## src/rtl/onehot_mon_if.sv

```systemverilog
// onehot_mon_if -- bundle of the sampled vector, its controls and the
// status returned by the onehot_mon checker.
//   master : drives en/clr/strict/vec, observes status (bench or host logic)
//   slave  : the checker itself
// Signals:
//   en, clr, strict  sample enable, synchronous clear, onehot(1)/onehot0(0)
//   vec              monitored vector
//   viol             last enabled sample was illegal (registered pulse)
//   err_sticky       a violation has been seen since rst/clr
//   fatal            RUN_LIMIT consecutive violations seen since rst/clr
//   err_cnt/chk_cnt  saturating violation / sample counters
//   first_vec        vector of the first violation
//   first_cyc        chk_cnt value at the first violation
//   state            0 IDLE, 1 ARMED, 2 FAILED, 3 FATAL
interface onehot_mon_if #(
  parameter int WIDTH = 8,
  parameter int CNT_W = 16
);
  logic             en;
  logic             clr;
  logic             strict;
  logic [WIDTH-1:0] vec;
  logic             viol;
  logic             err_sticky;
  logic             fatal;
  logic [CNT_W-1:0] err_cnt;
  logic [CNT_W-1:0] chk_cnt;
  logic [WIDTH-1:0] first_vec;
  logic [CNT_W-1:0] first_cyc;
  logic [1:0]       state;

  modport master (
    output en, clr, strict, vec,
    input  viol, err_sticky, fatal, err_cnt, chk_cnt, first_vec, first_cyc, state
  );

  modport slave (
    input  en, clr, strict, vec,
    output viol, err_sticky, fatal, err_cnt, chk_cnt, first_vec, first_cyc, state
  );
endinterface

```

## src/rtl/onehot_mon.sv

```systemverilog
// onehot_mon -- run-time onehot / onehot0 checker for an N-bit vector.
// Counts enabled samples and violations (saturating), captures the first
// violation, and escalates to FATAL after RUN_LIMIT consecutive illegal
// samples. Everything is cleared by rst (priority) or clr.
// Ports:
//   clk  rising-edge clock
//   rst  synchronous active-high reset
//   mon  onehot_mon_if slave modport (controls in, status out)
module onehot_mon #(
  parameter int WIDTH     = 8,
  parameter int CNT_W     = 16,
  parameter int RUN_LIMIT = 4
) (
  input  logic          clk,
  input  logic          rst,
  onehot_mon_if.slave   mon
);

  localparam int PC_W  = $clog2(WIDTH + 1);
  localparam int RUN_W = $clog2(RUN_LIMIT + 1);
  localparam logic [RUN_W-1:0] RUN_MAX = RUN_W'(RUN_LIMIT);

  typedef enum logic [1:0] {
    IDLE   = 2'd0,
    ARMED  = 2'd1,
    FAILED = 2'd2,
    FATAL  = 2'd3
  } state_e;

  state_e           state_q, state_d;
  logic [PC_W-1:0]  popcnt;
  logic             legal;
  logic [RUN_W-1:0] run_q, run_d;
  logic             viol_q;
  logic [CNT_W-1:0] err_cnt_q, chk_cnt_q, first_cyc_q;
  logic [WIDTH-1:0] first_vec_q;

  // NOTE: every always_comb output gets a default before any branch, so no
  // path can leave it unassigned and infer a latch.
  always_comb begin
    popcnt = '0;
    for (int i = 0; i < WIDTH; i++) begin
      popcnt = popcnt + PC_W'(mon.vec[i]);
    end
  end

  assign legal = mon.strict ? (popcnt == PC_W'(1)) : (popcnt <= PC_W'(1));

  // Run length of consecutive illegal samples; idle cycles leave it alone.
  always_comb begin
    run_d = run_q;
    if (mon.en) begin
      if (legal)                run_d = '0;
      else if (run_q != RUN_MAX) run_d = run_q + RUN_W'(1);
    end
  end

  always_comb begin
    state_d = state_q;
    if (mon.en) begin
      case (state_q)
        IDLE, ARMED: begin
          if (legal)               state_d = ARMED;
          else if (run_d == RUN_MAX) state_d = FATAL;
          else                     state_d = FAILED;
        end
        FAILED:  if (run_d == RUN_MAX) state_d = FATAL;
        FATAL:   state_d = FATAL;
        default: state_d = IDLE;
      endcase
    end
  end

  // NOTE: sequential state uses non-blocking assignments only, so every
  // register sees pre-edge values of the others regardless of order.
  always_ff @(posedge clk) begin
    if (rst || mon.clr) state_q <= IDLE;
    else                state_q <= state_d;
  end

  always_ff @(posedge clk) begin
    if (rst || mon.clr) begin
      run_q       <= '0;
      viol_q      <= 1'b0;
      err_cnt_q   <= '0;
      chk_cnt_q   <= '0;
      first_vec_q <= '0;
      first_cyc_q <= '0;
    end else if (mon.en) begin
      run_q  <= run_d;
      viol_q <= !legal;
      if (chk_cnt_q != '1) chk_cnt_q <= chk_cnt_q + CNT_W'(1);
      if (!legal) begin
        if (err_cnt_q != '1) err_cnt_q <= err_cnt_q + CNT_W'(1);
        // IDLE/ARMED means no violation has been seen yet: this is the first.
        if (state_q == IDLE || state_q == ARMED) begin
          first_vec_q <= mon.vec;
          first_cyc_q <= chk_cnt_q;
        end
      end
    end else begin
      viol_q <= 1'b0;
    end
  end

  assign mon.viol       = viol_q;
  assign mon.err_sticky = (state_q == FAILED) || (state_q == FATAL);
  assign mon.fatal      = (state_q == FATAL);
  assign mon.err_cnt    = err_cnt_q;
  assign mon.chk_cnt    = chk_cnt_q;
  assign mon.first_vec  = first_vec_q;
  assign mon.first_cyc  = first_cyc_q;
  assign mon.state      = state_q;

endmodule

```

## src/flat_wrapper.sv

```systemverilog
// flat-port wrapper written by rule: the top's interface ports become plain ports
module onehot_mon_flat 
#(
  parameter int WIDTH     = 8,
  parameter int CNT_W     = 16,
  parameter int RUN_LIMIT = 4
)
  (clk, rst, mon_en, mon_clr, mon_strict, mon_vec, mon_viol, mon_err_sticky, mon_fatal, mon_err_cnt, mon_chk_cnt, mon_first_vec, mon_first_cyc, mon_state);
  onehot_mon_if #(.WIDTH(WIDTH), .CNT_W(CNT_W)) mon_i ();
  input  logic clk;
  input  logic rst;
  input wire logic [$bits(mon_i.en)-1:0] mon_en;
  input wire logic [$bits(mon_i.clr)-1:0] mon_clr;
  input wire logic [$bits(mon_i.strict)-1:0] mon_strict;
  input wire logic [$bits(mon_i.vec)-1:0] mon_vec;
  output wire logic [$bits(mon_i.viol)-1:0] mon_viol;
  output wire logic [$bits(mon_i.err_sticky)-1:0] mon_err_sticky;
  output wire logic [$bits(mon_i.fatal)-1:0] mon_fatal;
  output wire logic [$bits(mon_i.err_cnt)-1:0] mon_err_cnt;
  output wire logic [$bits(mon_i.chk_cnt)-1:0] mon_chk_cnt;
  output wire logic [$bits(mon_i.first_vec)-1:0] mon_first_vec;
  output wire logic [$bits(mon_i.first_cyc)-1:0] mon_first_cyc;
  output wire logic [$bits(mon_i.state)-1:0] mon_state;
  assign mon_i.en = mon_en;
  assign mon_i.clr = mon_clr;
  assign mon_i.strict = mon_strict;
  assign mon_i.vec = mon_vec;
  assign mon_viol = mon_i.viol;
  assign mon_err_sticky = mon_i.err_sticky;
  assign mon_fatal = mon_i.fatal;
  assign mon_err_cnt = mon_i.err_cnt;
  assign mon_chk_cnt = mon_i.chk_cnt;
  assign mon_first_vec = mon_i.first_vec;
  assign mon_first_cyc = mon_i.first_cyc;
  assign mon_state = mon_i.state;
  onehot_mon #(.WIDTH(WIDTH), .CNT_W(CNT_W), .RUN_LIMIT(RUN_LIMIT)) u_core (.clk(clk), .rst(rst), .mon(mon_i));
endmodule
```

## config.mk

```make
export PLATFORM = sky130hd
export DESIGN_NAME = onehot_mon_flat
export DESIGN_NICKNAME = d
export VERILOG_FILES = /design/src/rtl/onehot_mon_if.sv /design/src/rtl/onehot_mon.sv /design/src/flat_wrapper.sv
export SDC_FILE = /design/constraint.sdc
export NUM_CORES = 1
export LEC_CHECK = 0
export CAP_MARGIN = 20
export CORE_UTILIZATION = 40
export CTS_BUF_LIST = sky130_fd_sc_hd__clkbuf_2
export DETAILED_ROUTE_END_ITERATION = 16
export PLACE_DENSITY = 0.69
export SLEW_MARGIN = 20
export SYNTH_ARGS = -nofsm -noshare
export SYNTH_HDL_FRONTEND = slang
export SYNTH_SLANG_ARGS = --single-unit
```

## constraint.sdc

```tcl
create_clock -name clk -period 5.8 [get_ports clk]
set_input_delay 1.16 -clock clk [delete_from_list [all_inputs] [get_ports clk]]
set_output_delay 1.16 -clock clk [all_outputs]
set_load 0.03 [all_outputs]
```

# Yosys cells after proc, flatten, opt, wreduce, memory -nomap -nowiden
# Index checks and enable logic that the tools add are counted.
[word_totals]
regBits = 62
input_bits = 13
out_inout_bits = 61
word_cells = 48
[classes]
n_addsub = 10
magnitude_cmp = 1
n_eq_ne = 9
muxes = 8
n_bitwise = 2
reduce_logical = 11
[ops]
columns = ["cell", "n"]
rows = [
  ["adder 16 x 1 -> 16 bit (second input constant)", 2],
  ["inequality test 16 bit (second input constant)", 2],
  ["adder 4 x 1 -> 4 bit", 6],
  ["2-to-1 mux 3 bit", 3],
  ["one-hot mux 2 bit (3 select lines)", 1],
  ["AND reduction 3 bit", 2],
  ["equality test 2 bit (second input constant)", 2],
  ["equality test 4 x 1 -> 1 bit (second input constant)", 1],
  ["<= comparator 4 x 1 -> 1 bit (second input constant)", 1],
  ["2-to-1 mux 2 bit", 2],
  ["AND reduction 2 bit", 2],
  ["OR reduction 2 bit", 2],
  ["adder 3 x 1 -> 3 bit (second input constant)", 1],
  ["equality test 3 bit (second input constant)", 1],
  ["logical OR 1 bit", 3],
  ["inequality test 3 bit (second input constant)", 1],
  ["adder 1 x 1 -> 2 bit", 1],
  ["equality test 2 x 1 -> 1 bit (second input constant)", 1],
  ["logical NOT 2 bit", 1],
  ["2-to-1 mux 1 bit", 2],
  ["inequality test 2 x 1 -> 1 bit (second input constant)", 1],
  ["inverter 1 bit", 2],
  ["logical NOT 1 bit", 1],
]

# Longest topological paths before layout
# Gate-level depths: netlist of the first run.
[logic_depth]
word_depth = 15
ltp_mapped = 13
mapped_depth_nobuf = 12

# Worst setup path before layout of the first run
# Ideal clock, no wire load.
[synth_timing]
path_type = "input to register"
from = "in mon_vec[0]"
to = "reg u_core.err_cnt_q[13] (netlist: u_core.mon.err_cnt[13])"
setup_ns = 0.070
arrival_ns = 4.514
required_ns = 5.730
slack_ns = 1.215
path_stages = 11
n_path_buf = 0
path_cell_list = "ha_1 inv_1 fa_1 fa_1 fa_1 fa_1 nor2b_4 o311ai_4 o211ai_2 or4_1 a21oi_1"
[synth_via]
elab_chain_len = 11
elab_cells_between_ends = 12
cone_classes = "add/sub: 7; order compare: 1; eq/ne: 1; mux: 1; bitwise: 1; reduce/logical: 1"
[synth_rtl]
columns = ["item", "line_no", "rtl"]
rows = [
  ["start, declared", "flat_wrapper.sv:15", "input wire logic [$bits(mon_i.vec)-1:0] mon_vec;"],
  ["adder 1 x 1 -> 2 bit (*)", "onehot_mon.sv:43", "popcnt = popcnt + PC_W'(mon.vec[i]);"],
  ["adder 4 x 1 -> 4 bit (*) (6 in a row)", "onehot_mon.sv:43", ""],
  ["<= comparator 4 x 1 -> 1 bit / equality test 4 x 1 -> 1 bit (equally long branches)", "onehot_mon.sv:47", "assign legal = mon.strict ? (popcnt == PC_W'(1)) : (popcnt <= PC_W'(1));"],
  ["2-to-1 mux 1 bit (*)", "onehot_mon.sv:47", ""],
  ["inverter 1 bit (no source line) (*)", "--", ""],
  ["AND reduction 3 bit (no source line) (*)", "--", ""],
  ["end signal, assigned", "onehot_mon.sv:94", "if (err_cnt_q != '1) err_cnt_q <= err_cnt_q + CNT_W'(1);"],
  ["end, declared", "onehot_mon.sv:35", "logic [CNT_W-1:0] err_cnt_q, chk_cnt_q, first_cyc_q;"],
]
# Every way passes the cells marked *; elsewhere a longest branch is shown, timed or not.
# A chain may end at the register's enable or synchronous reset.

# Worst setup path after layout of the first run
[layout_timing]
from = "in mon_vec[1]"
to = "reg u_core.err_cnt_q[5] (netlist: u_core.mon.err_cnt[5])"
# Same word-level chain as after synthesis.

==> results.py, run 1 <==
metrics = {
    "clock_tree": {
        "cts_setup_buffers": 0,
        "hold_buffers": 0,
        "cts_root_buf": "clkbuf_2",
        "cts_resized": 0,
        "cts.htree.levels": 3,
        "cts_buffers": 9,
        "cts_sinks": 62,
        "clkTransAtPathRegs_ps": 170,
        "clk_path_buf_depth": 2,
        "clk-insertion-delay-late_ps": 490,
        "cts_tree": "done",
    },
    "finish": {
        "layout_common_cells": "clkdlybuf4s50_1, nand2_1, dfxtp_1",
        "final_common_cell": "clkdlybuf4s50_1",
        "diodes": 0,
        "nets": 453,
        "drive_above_1_share_pct": 6.00,
        "area_growth_pct": 32.6,
        "fin_util_pct": 55.9,
    },
    "power": {
        "seqPwrFrac_pct": 48.7,
        "intPower_uw": 635,
        "switching_power_uw": 265,
        "power.density_nw_per_um2": 232,
        "ir_drop_mv": 0.108,
        "clockPowerShare_pct": 32.5,
        "power_frac_comb_pct": 18.8,
        "switching_share_pct": 29.5,
        "p_leak_nw": 1.29,
    },
    "setup_path": {
        "cp_max_fo": 8,
        "end_kind": "flip-flop",
        "start_kind": "input port",
        "worstPathArrival_ps": 5230,
        "crit_type": "input port to flip-flop",
        "crit_required_ps": 6230,
    },
    "placement": {
        "gp_congestion": 0.801,
        "portBuffers": 73,
        "hpwl_mm": 4.91,
    },
    "synthesis": {
        "yosysUniqueCellTypes": 45,
        "ys_seq_area_share_pct": 42.4,
        "ys_ff_latch": 62,
        "ys_async_sr_fraction_pct": 0,
        "synth_edf_count": 0,
        "yosysTopAreaCell": "dfxtp_1",
        "synthesis.area_um2": 2920,
        "yosysWarnings": 0,
        "avgSynthCellArea_um2": 8.26,
        "yosysTopAreaCellShare_pct": 42.4,
        "synth_nets": 378,
        "synth_area_leaders": "dfxtp_1, nand2_1, a21oi_1",
        "netlist_instances": 354,
        "synthFlopType": "dfxtp_1",
    },
    "global_route": {
        "grt_antenna_before_repair": 0,
        "grt_pass1_wl_mm": 11.7,
        "grt_max_degree": 60,
        "grt_overflow_total": 0,
        "grt_usage_pct": 19.4,
        "grt_pass1_vias": 2560,
    },
    "detailed_routing": {
        "wire_per_inst_um": 13.3,
        "vias": 2797,
        "drc": 0,
        "vias_per_cell": 5.29,
        "drt-initial-drc-count": 126,
        "ant_nets": 0,
        "drt-pass1-iter-count": 4,
        "drt_wl_total_mm": 7.02,
    },
    "die": {
        "io_pins": 74,
        "initial_utilization_pct": 42.1,
        "die_h_um": 87.5,
        "die-width_um": 87.5,
        "core_um2": 6940,
        "num_rows": 30,
        "die-area_um2": 7660,
    },
    "timing": {
        "slew_headroom_pct": 45.6,
        "min_period_ps": 4800,
        "tightest_slew_ps": 809,
        "hold_viol_final": 0,
        "fin_crit_sh_pct": 82.8,
        "maxSlewViolCount": 0,
        "fin_setup_tns_ps": 0,
        "rsz0062_at_grt": "false",
        "setup_viol": 0,
        "clock.fmax_mhz": 208,
        "clock_skew_ps": 20.5,
    },
    "min_path": {
        "hold_class": "flip-flop to flip-flop",
    },
    "run_status": {
        "outcome": "completed",
    },
    "flow_run": {
        "maxCapViolations": 0,
    },
}
==> cells by family after synthesis <==
family	share of synthesized area (%)
fa+ha+maj	5.73
flops	42.4
simple gates	25.0
xor+xnor	3.29
compound gates	19.1
buf+inv	4.45
==> cells in the mapped netlist, types with 2 or more instances <==
| cell | n |
|---|---|
| clkbuf_1 | 9 |
| nor3_1 | 6 |
| o41ai_1 | 2 |
| nand4_1 | 10 |
| a31oi_1 | 2 |
| inv_1 | 19 |
| and4_1 | 4 |
| nand2_1 | 67 |
| or2_2 | 2 |
| and3_1 | 4 |
| buf_2 | 5 |
| fa_1 | 4 |
| o211ai_1 | 3 |
| dfxtp_1 | 62 |
| o31ai_1 | 8 |
| or3_1 | 5 |
| nor2_1 | 23 |
| o211ai_2 | 2 |
| o21ai_0 | 9 |
| ha_1 | 7 |
| a311oi_1 | 2 |
| xor2_1 | 11 |
| o311ai_0 | 2 |
| a211oi_1 | 2 |
| a21oi_1 | 44 |
| or4_1 | 7 |
| nand3_1 | 14 |
| o311a_1 | 2 |
==> routing by layer <==
layer / global-route usage (%) / vias to the layer above / part of all wire, %
met3: 3.03 / 12 / 4.5
met4: 8.05 / 0 / 1.7
li1: - / 1413 / -
met5: 0 / - / 0
met2: 31.9 / 69 / 45
met1: 25.4 / 1303 / 49
==> sequential cells by signal, indices dropped and copies added, names as in the netlist <==
| name | count |
|---|---|
| u_core.mon.first_cyc | 16 |
| u_core.mon.first_vec | 8 |
| u_core.mon.state | 2 |
| u_core.mon.viol | 1 |
| u_core.mon.chk_cnt | 16 |
| u_core.run_q | 3 |
| u_core.mon.err_cnt | 16 |
==> worst max-delay path, stage by stage <==
cell and delay (ps):
clkdlybuf4s50_1 430, ha_1 280, inv_1 40, fa_1 500, fa_1 430, fa_1 470
fa_1 410, nor2b_4 150, o311ai_4 360, o21ai_1 240, buf_4 240, or3_1 350
a21oi_1 160
==> through the flow <==
stage	total power [mW]	setup slack [ps]	hold slack (ps)	cells	cell area, um^2
3_5_place_dp	0.617	495	448	514	3750
6_report	0.900	998	466	529	3880
4_1_cts	0.907	989	467	529	3880
2_1_floorplan	0.563	1220	460	354	2920
3_3_place_gp	0.614	559	443	514	3750
5_1_grt	0.938	828	482	529	3880
==> power groups by stage <==
stage	Combinational [mW]	Sequential, mW	Clock [mW]
floorplan	0.105	0.458	0
global placement	0.167	0.447	0
detailed placement	0.169	0.447	0
CTS	0.170	0.439	0.298
global route	0.187	0.440	0.312
finish	0.169	0.438	0.292
==> layout make-up <==
cell class                 count  area [um^2]
fill                         662         3070
sequential                    62         1240
clock inverter                 6         77.6
inverter                      19         71.3
clock buffer                   9         45.0
multi-input combinational    259         1560
timing repair buffer          78          768
tap                           96          120
==> path summary, 6_finish.rpt <==
check,from,endpoint,slack [ps],cells past startpoint
max,mon_vec[1],u_core.mon.err_cnt[5],1000,13
max reg2reg,u_core.mon.err_cnt[7],u_core.mon.err_cnt[5],3800,5
min,u_core.mon.first_vec[1],u_core.mon.first_vec[1],470,2
min reg2reg,u_core.mon.first_vec[1],u_core.mon.first_vec[1],470,2
Note: power is estimated with default switching activity, not from simulation.
==> run 2, diff against run 1 <==
==> constraint.sdc (replaced) <==
create_clock -name clk -period 4.9 [get_ports clk]
set_input_delay 0.98 -clock clk [delete_from_list [all_inputs] [get_ports clk]]
set_output_delay 0.98 -clock clk [all_outputs]
set_load 0.03 [all_outputs]
==> results.py, run 2 (synthesis gave the netlist of run 1 again) <==
metrics = {
    "global_route": {
        "grt_pass1_vias": 2521,
        "grt_max_degree": 60,
        "grt_overflow_total": 0,
        "grt_pass1_wl_mm": 11.7,
        "grt_antenna_before_repair": 0,
        "grt_usage_pct": 19.5,
    },
    "die": {
        "die-area_um2": 7660,
        "num_rows": 30,
        "core_um2": 6940,
        "die_h_um": 87.5,
        "die-width_um": 87.5,
        "initial_utilization_pct": 42.1,
        "io_pins": 74,
    },
    "clock_tree": {
        "cts_tree": "done",
        "cts_root_buf": "clkbuf_2",
        "cts_buffers": 9,
        "clk_path_buf_depth": 2,
        "clkTransAtPathRegs_ps": 150,
        "cts.htree.levels": 3,
        "hold_buffers": 0,
        "cts_setup_buffers": 0,
        "clk-insertion-delay-late_ps": 460,
        "cts_resized": 0,
        "cts_sinks": 62,
    },
    "timing": {
        "hold_viol_final": 0,
        "rsz0062_at_grt": "false",
        "slew_headroom_pct": 45.3,
        "setup_viol": 0,
        "min_period_ps": 4540,
        "worst_slack_ps": 363,
        "tightest_slew_ps": 814,
        "clock_skew_ps": 12.0,
        "maxSlewViolCount": 0,
        "hold_ws_ps": 465,
        "fin_crit_sh_pct": 92.6,
        "fin_setup_tns_ps": 0,
        "clock.fmax_mhz": 220,
    },
    "placement": {
        "hpwl_mm": 4.99,
        "place_inst": 520,
        "place_ws_ps": -120,
        "gp_congestion": 0.793,
        "portBuffers": 73,
        "placed_cell_area_um2": 3800,
    },
    "power": {
        "switching_power_uw": 302,
        "intPower_uw": 656,
        "seqPwrFrac_pct": 54.2,
        "power_frac_comb_pct": 22.6,
        "ir_drop_mv": 0.101,
        "power.density_nw_per_um2": 248,
        "switching_share_pct": 31.5,
        "clockPowerShare_pct": 23.3,
        "p_total_uw": 957,
        "p_leak_nw": 1.29,
    },
    "finish": {
        "layout_common_cells": "clkdlybuf4s50_1, nand2_1, dfxtp_1",
        "area_growth_pct": 32.2,
        "diodes": 0,
        "drive_above_1_share_pct": 6.39,
        "fin_util_pct": 55.7,
        "finalNonFillerCells": 534,
        "stdcell_area_um2": 3860,
        "final_common_cell": "clkdlybuf4s50_1",
        "nets": 459,
        "fillCellCount": 672,
    },
    "setup_path": {
        "worstPathArrival_ps": 4940,
        "crit_type": "input port to flip-flop",
        "critical-path-max-stage-delay_ps": 570,
        "cp_max_fo": 10,
        "path_cells": "clkdlybuf4s50_1, ha_1, inv_1, fa_1, fa_1, fa_1, fa_1, nor2b_4, o311ai_4, o211ai_2, or4_1, a21oi_1",
        "end_kind": "flip-flop",
        "start_kind": "input port",
        "crit_required_ps": 5300,
        "crit_top_cell": "fa_1",
        "cpMaxStageDelayCell": "or4_1",
    },
    "detailed_routing": {
        "ant_nets": 0,
        "wire_per_inst_um": 13.2,
        "vias": 2844,
        "drt-pass1-iter-count": 5,
        "vias_per_cell": 5.33,
        "drt-initial-drc-count": 128,
        "drc": 0,
        "drt_wl_total_mm": 7.07,
    },
    "run_status": {
        "outcome": "completed",
    },
    "min_path": {
        "hold_class": "flip-flop to flip-flop",
    },
    "flow_run": {
        "maxCapViolations": 0,
    },
}
-- run 2: metal layers --
layer | up-vias | share of wire, % | routed length [um] | track usage (%)
li1 | 1423 | - | - | -
met1 | 1328 | 47 | 3330 | 26.6
met2 | 84 | 45 | 3210 | 29.3
met3 | 9 | 6.2 | 439 | 5.02
met4 | 0 | 1.1 | 81 | 7.75
met5 | - | 0 | 0 | 0
-- run 2: final timing paths --
path / slack (ps) / end / startpoint / depth (start not counted)
min: 460 / u_core.mon.first_cyc[11] / u_core.mon.first_cyc[11] / 2
max: 360 / u_core.mon.err_cnt[13] / mon_vec[0] / 12
min reg2reg: 460 / u_core.mon.first_cyc[11] / u_core.mon.first_cyc[11] / 2
max reg2reg: 2930 / u_core.mon.err_cnt[15] / u_core.mon.err_cnt[7] / 5
-- run 2: layout make-up --
cell class | instances | area (um^2) | area share [%]
timing repair buffer | 84 | 813 | 21.0
multi-input combinational | 259 | 1560 | 40.2
tap | 96 | 120 | 3.11
clock buffer | 9 | 45.0 | 1.17
clock inverter | 5 | 18.8 | 0.486
inverter | 19 | 71.3 | 1.85
sequential | 62 | 1240 | 32.1
-- run 2: power groups by stage --
| stage | clock [mW] | combinational [mW] | sequential, mW |
|---|---|---|---|
| detailed placement | 0 | 0.216 | 0.530 |
| global placement | 0 | 0.213 | 0.529 |
| CTS | 0.233 | 0.217 | 0.519 |
| global route | 0.257 | 0.239 | 0.520 |
| finish | 0.223 | 0.216 | 0.519 |
| floorplan | 0 | 0.124 | 0.542 |
-- run 2: critical path: cells and delay by family --
kind	cells	cell delay, ps
AOI/OAI and AO/OA	3	730
adders and majority gates	5	2030
buffers and inverters	2	460
and+or+nand+nor	2	730
==> run 3, diff against run 2 <==
==> constraint.sdc (replaced) <==
create_clock -name clk -period 5.13 [get_ports clk]
set_input_delay 1.026 -clock clk [delete_from_list [all_inputs] [get_ports clk]]
set_output_delay 1.026 -clock clk [all_outputs]
set_load 0.03 [all_outputs]
==> results.py, run 3 (synthesis gave the netlist of run 1 again) <==
metrics = {
    "die": {
        "die-width_um": 87.5,
        "initial_utilization_pct": 42.1,
        "die_h_um": 87.5,
        "num_rows": 30,
        "die-area_um2": 7660,
        "core_um2": 6940,
        "io_pins": 74,
    },
    "placement": {
        "hpwl_mm": 5.04,
        "gp_congestion": 0.803,
        "placed_cell_area_um2": 3790,
        "place_inst": 519,
        "place_ws_ps": -1.65,
        "portBuffers": 73,
    },
    "detailed_routing": {
        "wire_per_inst_um": 13.4,
        "drt-initial-drc-count": 123,
        "dr_wl_met3_um": 366,
        "wl_met2_mm": 3.32,
        "drt-pass1-iter-count": 4,
        "vias": 2834,
        "ant_nets": 0,
        "drc": 0,
        "dr.max_layer_used": "met4",
        "vias_per_cell": 5.30,
        "drt_wl_total_mm": 7.14,
        "wl_met1_mm": 3.40,
    },
    "setup_path": {
        "r2r_cells": 5,
        "crit_required_ps": 5530,
        "crit_type": "input port to flip-flop",
        "cp_max_fo": 10,
        "start_kind": "input port",
        "worstPathArrival_ps": 5050,
        "r2r-start": "u_core.mon.err_cnt[7]",
        "cp-endpoint": "u_core.mon.err_cnt[13]",
        "end_kind": "flip-flop",
        "crit_start": "mon_vec[1]",
        "r2r_setup_slack_ps": 3160,
        "timing.rr.end": "u_core.mon.err_cnt[13]",
    },
    "finish": {
        "layout_common_cells": "clkdlybuf4s50_1, nand2_1, dfxtp_1",
        "drive_above_1_share_pct": 7.29,
        "fillCellCount": 692,
        "fin_util_pct": 56.1,
        "stdcell_area_um2": 3900,
        "area_growth_pct": 33.2,
        "nets": 458,
        "finalNonFillerCells": 535,
        "final_common_cell": "clkdlybuf4s50_1",
        "diodes": 0,
    },
    "clock_tree": {
        "cts_root_buf": "clkbuf_2",
        "clkTransAtPathRegs_ps": 180,
        "cts_resized": 0,
        "cts_setup_buffers": 0,
        "cts_sinks": 62,
        "hold_buffers": 0,
        "cts_tree": "done",
        "cts_buffers": 9,
        "cts.htree.levels": 3,
        "clk_path_buf_depth": 2,
        "clk-insertion-delay-late_ps": 470,
    },
    "timing": {
        "hold_viol_final": 0,
        "maxSlewViolCount": 0,
        "rsz0062_at_grt": "false",
        "setup_viol": 0,
        "worst_slack_ps": 480,
        "min_period_ps": 4650,
        "hold_ws_ps": 464,
        "fin_setup_tns_ps": 0,
        "clock_skew_ps": 27.4,
        "fin_crit_sh_pct": 90.6,
        "clock.fmax_mhz": 215,
        "slew_headroom_pct": 45.3,
        "tightest_slew_ps": 814,
    },
    "min_path": {
        "hold_class": "flip-flop to flip-flop",
    },
    "global_route": {
        "grt_pass1_wl_mm": 11.9,
        "grt_usage_pct": 19.7,
        "grt_antenna_before_repair": 0,
        "grt_pass1_vias": 2603,
        "grt_max_degree": 60,
        "grt_overflow_total": 0,
    },
    "power": {
        "intPower_uw": 683,
        "ir_drop_mv": 0.182,
        "seqPwrFrac_pct": 50.4,
        "power.density_nw_per_um2": 252,
        "clockPowerShare_pct": 28.9,
        "power_frac_comb_pct": 20.7,
        "p_total_uw": 983,
        "switching_power_uw": 300,
        "p_leak_nw": 1.31,
        "switching_share_pct": 30.5,
    },
    "flow_run": {
        "maxCapViolations": 0,
    },
    "run_status": {
        "outcome": "completed",
    },
}
[run 3: worst min path at each step]
stage / from / endpoint / slack, ps / cells after the start
after floorplan: u_core.run_q[1] / u_core.run_q[1] / 460 / 2
after global placement: u_core.mon.first_cyc[11] / u_core.mon.first_cyc[11] / 440 / 2
after detailed placement: u_core.mon.first_vec[2] / u_core.mon.first_vec[2] / 450 / 2
after CTS: u_core.mon.first_vec[2] / u_core.mon.first_vec[2] / 470 / 2
after global routing: u_core.mon.first_cyc[0] / u_core.mon.first_cyc[0] / 490 / 2
final: u_core.mon.first_vec[2] / u_core.mon.first_vec[2] / 460 / 2
[run 3: power groups by stage]
stage | combinational, mW | sequential, mW | clock, mW
after global placement | 0.201 | 0.506 | 0
after detailed placement | 0.202 | 0.506 | 0
after floorplan | 0.119 | 0.518 | 0
after global routing | 0.226 | 0.497 | 0.312
final | 0.204 | 0.496 | 0.284
after CTS | 0.204 | 0.496 | 0.293
[run 3: layout make-up]
cell class / count / area (um^2) / area share (%)
sequential: 62 / 1240 / 31.9
multi-input combinational: 259 / 1560 / 39.9
clock buffer: 10 / 50.0 / 1.28
inverter: 19 / 71.3 / 1.83
clock inverter: 6 / 52.6 / 1.35
tap: 96 / 120 / 3.08
timing repair buffer: 83 / 806 / 20.7
[run 3: worst max-delay path, cell delays in order]
cell and delay (ps):
clkdlybuf4s50_1 440, ha_1 290, inv_1 40, fa_1 500, fa_1 430, fa_1 420
fa_1 400, nor2b_4 160, o311ai_4 260, buf_4 190, o211ai_2 190, or4_1 560
a21oi_1 140
[run 3: routing by layer]
metal / global-route usage (%) / vias to the layer above
met3: 5.78 / 5
met4: 4.47 / 0
met2: 32.8 / 66
li1: - / 1424
met1: 25.2 / 1339
met5: 0 / -
